--- src/rtl/seg7_rx_monitor.sv ---
// Receive-side monitor for an active-low seven-segment bus: stability filter,
// hex decode and mod-10 sequence tracking. Define SEG7MON_ERRCNT_EN to build the error counter.
`timescale 1ns/1ps

module seg7_rx_monitor #(
  parameter int STABLE_CYC = 4,
  parameter int ERR_W      = 8
) (
  input  logic             clk,
  input  logic             rst,
  input  logic [6:0]       hin,
  input  logic             sample_en,
  output logic [3:0]       digit,
  output logic             digit_valid,
  output logic             illegal,
  output logic             locked,
  output logic             seq_err,
  output logic [ERR_W-1:0] err_cnt
);

  localparam logic       ST_SYNC  = 1'b0;
  localparam logic       ST_TRACK = 1'b1;
  localparam logic [6:0] SEG_BLANK = 7'h7F;
  localparam logic [3:0] STABLE    = 4'(STABLE_CYC);

  // Returns {legal, value}; blank and unknown patterns both report legal=0.
  function automatic logic [4:0] decode(input logic [6:0] seg);
    case (seg)
      7'h40: decode = {1'b1, 4'h0};
      7'h79: decode = {1'b1, 4'h1};
      7'h24: decode = {1'b1, 4'h2};
      7'h30: decode = {1'b1, 4'h3};
      7'h19: decode = {1'b1, 4'h4};
      7'h12: decode = {1'b1, 4'h5};
      7'h02: decode = {1'b1, 4'h6};
      7'h78: decode = {1'b1, 4'h7};
      7'h00: decode = {1'b1, 4'h8};
      7'h10: decode = {1'b1, 4'h9};
      7'h08: decode = {1'b1, 4'hA};
      7'h03: decode = {1'b1, 4'hB};
      7'h46: decode = {1'b1, 4'hC};
      7'h21: decode = {1'b1, 4'hD};
      7'h06: decode = {1'b1, 4'hE};
      7'h0E: decode = {1'b1, 4'hF};
      default: decode = 5'h00;
    endcase
  endfunction

  logic [6:0] hin_q, hin_d;
  logic [6:0] cand_q, cand_d;
  logic [3:0] stab_q, stab_d;
  logic       state_q, state_d;
  logic [3:0] exp_q, exp_d;
  logic [3:0] digit_q, digit_d;
  logic       dv_q, dv_d;
  logic       ill_q, ill_d;
  logic       seq_q, seq_d;
  logic       reload;
  logic       accept;
  logic       dec_legal;
  logic [3:0] dec_val;

  assign hin_d = hin;
  assign {dec_legal, dec_val} = decode(cand_d);

  // NOTE: every signal assigned here gets a default first so no latch is inferred.
  always_comb begin
    cand_d  = cand_q;
    stab_d  = stab_q;
    state_d = state_q;
    exp_d   = exp_q;
    digit_d = digit_q;
    dv_d    = 1'b0;
    ill_d   = 1'b0;
    seq_d   = 1'b0;
    reload  = 1'b0;
    accept  = 1'b0;

    if (sample_en) begin
      reload = (hin_q != cand_q);
      if (reload) begin
        cand_d = hin_q;
        stab_d = 4'd1;
      end else if (stab_q != STABLE) begin
        stab_d = stab_q + 4'd1;
      end
      // A reload also counts as reaching the threshold when STABLE_CYC is 1.
      accept = (stab_d == STABLE) && (reload || (stab_q != STABLE));
    end

    if (accept) begin
      if (cand_d == SEG_BLANK) begin
        if (state_q == ST_TRACK) state_d = ST_SYNC;
      end else if (dec_legal) begin
        digit_d = dec_val;
        dv_d    = 1'b1;
        if (dec_val <= 4'd9) begin
          if ((state_q == ST_TRACK) && (dec_val != exp_q)) seq_d = 1'b1;
          state_d = ST_TRACK;
          exp_d   = (dec_val == 4'd9) ? 4'd0 : dec_val + 4'd1;
        end else if (state_q == ST_TRACK) begin
          seq_d   = 1'b1;
          state_d = ST_SYNC;
        end
      end else begin
        ill_d = 1'b1;
        if (state_q == ST_TRACK) begin
          seq_d   = 1'b1;
          state_d = ST_SYNC;
        end
      end
    end
  end

  // NOTE: state registers use non-blocking assignments so all flops update together.
  always_ff @(posedge clk or negedge rst) begin
    if (!rst) begin
      hin_q   <= SEG_BLANK;
      cand_q  <= SEG_BLANK;
      stab_q  <= 4'd0;
      state_q <= ST_SYNC;
      exp_q   <= 4'd0;
      digit_q <= 4'd0;
      dv_q    <= 1'b0;
      ill_q   <= 1'b0;
      seq_q   <= 1'b0;
    end else begin
      hin_q   <= hin_d;
      cand_q  <= cand_d;
      stab_q  <= stab_d;
      state_q <= state_d;
      exp_q   <= exp_d;
      digit_q <= digit_d;
      dv_q    <= dv_d;
      ill_q   <= ill_d;
      seq_q   <= seq_d;
    end
  end

  assign digit       = digit_q;
  assign digit_valid = dv_q;
  assign illegal     = ill_q;
  assign seq_err     = seq_q;
  assign locked      = (state_q == ST_TRACK);

`ifdef SEG7MON_ERRCNT_EN
  logic [ERR_W-1:0] err_cnt_q, err_cnt_d;
  logic             err_ev;

  // Coinciding conditions on one acceptance still collapse into a single event.
  always_comb begin
    err_ev    = seq_d || ill_d || (dv_d && (digit_d > 4'd9) && (state_q == ST_SYNC));
    err_cnt_d = err_cnt_q;
    if (err_ev && (err_cnt_q != {ERR_W{1'b1}})) err_cnt_d = err_cnt_q + 1'b1;
  end

  always_ff @(posedge clk or negedge rst) begin
    if (!rst) err_cnt_q <= '0;
    else      err_cnt_q <= err_cnt_d;
  end

  assign err_cnt = err_cnt_q;
`else
  assign err_cnt = '0;
`endif

endmodule
--- config.mk ---
export PLATFORM = sky130hd
export DESIGN_NAME = seg7_rx_monitor
export DESIGN_NICKNAME = d
export VERILOG_FILES = /design/src/rtl/seg7_rx_monitor.sv
export SDC_FILE = /design/constraint.sdc
export NUM_CORES = 1
export LEC_CHECK = 0
export ABC_AREA = 1
export BUFFER_PORTS_ARGS = -buffer_cell sky130_fd_sc_hd__buf_4
export CAP_MARGIN = 10
export CORE_MARGIN = 8
export CORE_UTILIZATION = 55
export DETAILED_ROUTE_END_ITERATION = 8
export PLACE_DENSITY = 0.74
export REMOVE_ABC_BUFFERS = 1
export SYNTH_ARGS = -nofsm -noshare
export SYNTH_HDL_FRONTEND = slang
export SYNTH_SLANG_ARGS = --single-unit
--- constraint.sdc ---
create_clock -name clk -period 5.2 [get_ports clk]
set_input_delay 0.26 -clock clk [delete_from_list [all_inputs] [get_ports clk]]
set_output_delay 0.26 -clock clk [all_outputs]
set_load 0.005 [all_outputs]
==> results.toml <==
[clock_tree]
clk_root_buffer_cell = "clkbuf_4"
cts.htree.levels = 2
clock_tree_from_tritoncts = "done"
worst_skew_pair.late_latency_ps = 320
buffer_depth_of_the_longest_clock_path = 2
cts.repair.resized = 0
tritoncts_num_sinks = 30
cts.clk_slew.worst_paths_ps = 90
numCtsBuffers = 5

[sta]
slew_viol_final = 0
totalNegativeSetupSlack_ps = 0
setup_repair_after_global_routing_missed_its_margin = "no"
period_needed_ps = 2053
finalCritPeriodShare_pct = 39.48
hold_viol = 0
max_clock_freq_mhz = 487.2
setup_violating_endpoint_count_in_the_final_report = 0
timing.clock.skew_ps = 9.856

[setup_path]
crit_path_start_kind = "register"
critical_path_required_ps = 5450
timing.critical_path.arrival_ps = 2310
worstSetupPathType = "reg2reg"
cp-end-kind = "register"
worstPathMaxFanout = 6

[finish]
finish.utilization_pct = 64.16
most_frequent_cells_in_the_layout = "nand2_1 (80), nor2_1 (36), inv_1 (27), buf_4 (17)"
commonest_non_fill_non_tap_cell_in_the_layout = "nand2_1"
n_antenna_cell = 0
final_nets = 304
finish.instance_area_mm2 = 0.002175
final_layout_size_suffix_gt1_share_pct = 25.60
n_fill_cell = 311
ff_latch_area_um2 = 768.2
area_growth_pct = 10.07
area_of_combinational_cells_with_multiple_inputs_mm2 = 0.001021

[power]
p_leak_nw = 1.175
power_report.internal_total_mw = 0.3440
total_switching_power_mw = 0.1419
power.density_mw_per_mm2 = 223.5
switching_share_pct = 29.21
p_total_mw = 0.4860
pwr-share-seq_pct = 52.1
ir_worst_vdd_mv = 0.1696
part_of_the_total_power_dissipated_in_the_clock_network_pct = 28.5
power.share.combinational_pct = 19.4

[die]
initial_utilization_pct = 58.29
die_area_mm2 = 0.005766
num_io_pins = 26
core_region_area_mm2 = 0.003390
floorplan.rows = 21
die_extent_in_y_um = 75.94
die_width_um = 75.94

[routing]
drc = 0
drt-initial-drc-count = 73
vias_per_std_cell = 4.882
drtAntennaViolNets = 0
first_pass_iters = 4
wl_um = 3728
via_count = 1655
wl_per_cell_um = 11.00

[logic_synthesis]
synth.yosys.seq_area_share_pct = 38.89
synth_area_mm2 = 0.001976
synthesis.instances = 270
synth.distinct_cells = 29
yosys-top-cells-area = "dfrtp_1 (20%), dfstp_2 (19%), nand2_1 (15%)"
synth_top_area_cell = "dfrtp_1"
synth.yosys.warnings = 0
synth.ff_latch_count = 30
yosys.area.top_type_share_pct = 20.27
synthesis.area_per_instance_um2 = 7.317

[placement]
placer_congestion = 0.9017
hpwl_um = 3051
detailed_place.area_mm2 = 0.002105
io_buffers = 17

[global_route]
first_pass_grt_wire_length_um = 6913
grt_util_all_layers_pct = 13.99
antenna_found_initial = 0
overflow = 0
grt_start_max_net_pins = 31
grt_pass1_vias = 1647

[min_path]
min_path_type = "in2reg"

[run]
max_cap_check_violation_count = 0

[status]
status = "finished, final reports clean"
## synthesized netlist by cell type (all sizes together)
| master | number |
|---|---|
| nand2 | 94 |
| nor2 | 48 |
| inv | 34 |
| nand3 | 17 |
| dfrtp | 16 |
| dfstp | 14 |
| o21ai | 14 |
| buf | 10 |
| xnor2 | 8 |
| a21oi | 3 |
| ha | 2 |
| nand3b | 2 |
| nand4 | 2 |
| nor3 | 2 |
| o22ai | 2 |
| conb | 1 |
| xor2 | 1 |
## final cells by class
type / instances / area share, %
clock inverters: 1 / 0.2301
well taps: 46 / 2.647
inverters: 34 / 5.984
clock buffers: 7 / 2.532
flip-flops and latches: 30 / 35.33
repair buffers: 18 / 6.329
multi-input cells: 203 / 46.95
## metal layers
metal	global-route usage [%]	up-vias	wire length [um]
li1	-	858	-
met1	17.36	750	1753
met2	22.28	41	1702
met3	4.481	6	227
met4	4.510	0	45
met5	0	-	0
## worst paths after layout
kind,startpoint,to,slack [ps],cells past startpoint
setup / recovery,cand_q[2]$_DFF_PN1_,exp_q[1]$_DFFE_PN0P_,3150,12
hold / removal,hin[3],hin_q[3]$_DFF_PN1_,40,1
setup reg to reg,cand_q[2]$_DFF_PN1_,exp_q[1]$_DFFE_PN0P_,3150,12
hold reg to reg,digit[0]$_DFFE_PN0P_,digit[0]$_DFFE_PN0P_,500,2
max in group asynchronous,rst,hin_q[4]$_DFF_PN1_,4500,2
min in group asynchronous,rst,illegal$_DFF_PN0_,400,2
## power by group through the flow
| stage | clock [mW] | combinational (mW) | sequential [mW] |
|---|---|---|---|
| 2_1_floorplan | 0 | 0.0688 | 0.256 |
| 3_3_place_gp | 0 | 0.0928 | 0.257 |
| 3_5_place_dp | 0 | 0.0933 | 0.258 |
| 4_1_cts | 0.145 | 0.0944 | 0.253 |
| 5_1_grt | 0.157 | 0.107 | 0.255 |
| 6_report | 0.138 | 0.0942 | 0.253 |
## worst max-delay path: stages (launching register included)
cell and delay [ps]:
dfstp_2 540, inv_1 60, o21ai_2 250, nor2_1 150
nand2_1 100, nand2_1 80, a21oi_2 240, nand2_4 120
nor2_8 160, inv_2 60, nand3_2 100, nand2_1 60
o21ai_1 70
## metrics by stage
step / worst slack (ps) / hold WS, ps / cells
after global placement: 3093 / 203.2 / 330
after detailed placement: 3082 / 204.9 / 330
after global routing: 2919 / 6.640 / 339
after CTS: 3138 / 24.59 / 339
after floorplan: 3385 / -35.59 / 267
final: 3147 / 41.47 / 339
## sequential cells by signal, indices dropped and copies added (netlist names)
signal	flops
locked	1
cand_q	7
hin_q	7
digit_valid	1
seq_err	1
digit	4
illegal	1
stab_q	4
exp_q	4
## what timing repair did
action / CTS / global route
setup buffers: 0 / 0
hold endpoints to repair: 16 / 0
hold buffers: 1 / 0
setup endpoints to repair: 0 / 0
## logic make-up (layout without fill, tap and decap cells)
kind of cell	Yosys count	in the layout	share of synthesized area, %
AO/OA/AOI/OAI	19	19	5.510
other	1	8	0.1898
XOR/XNOR	9	9	3.990
AND/OR/NAND/NOR	165	165	39.39
buffers and inverters	44	60	10.77
flip-flops	30	30	38.89
adder cells (fa/ha/maj)	2	2	1.266
Power figures use the tool's default switching activity.
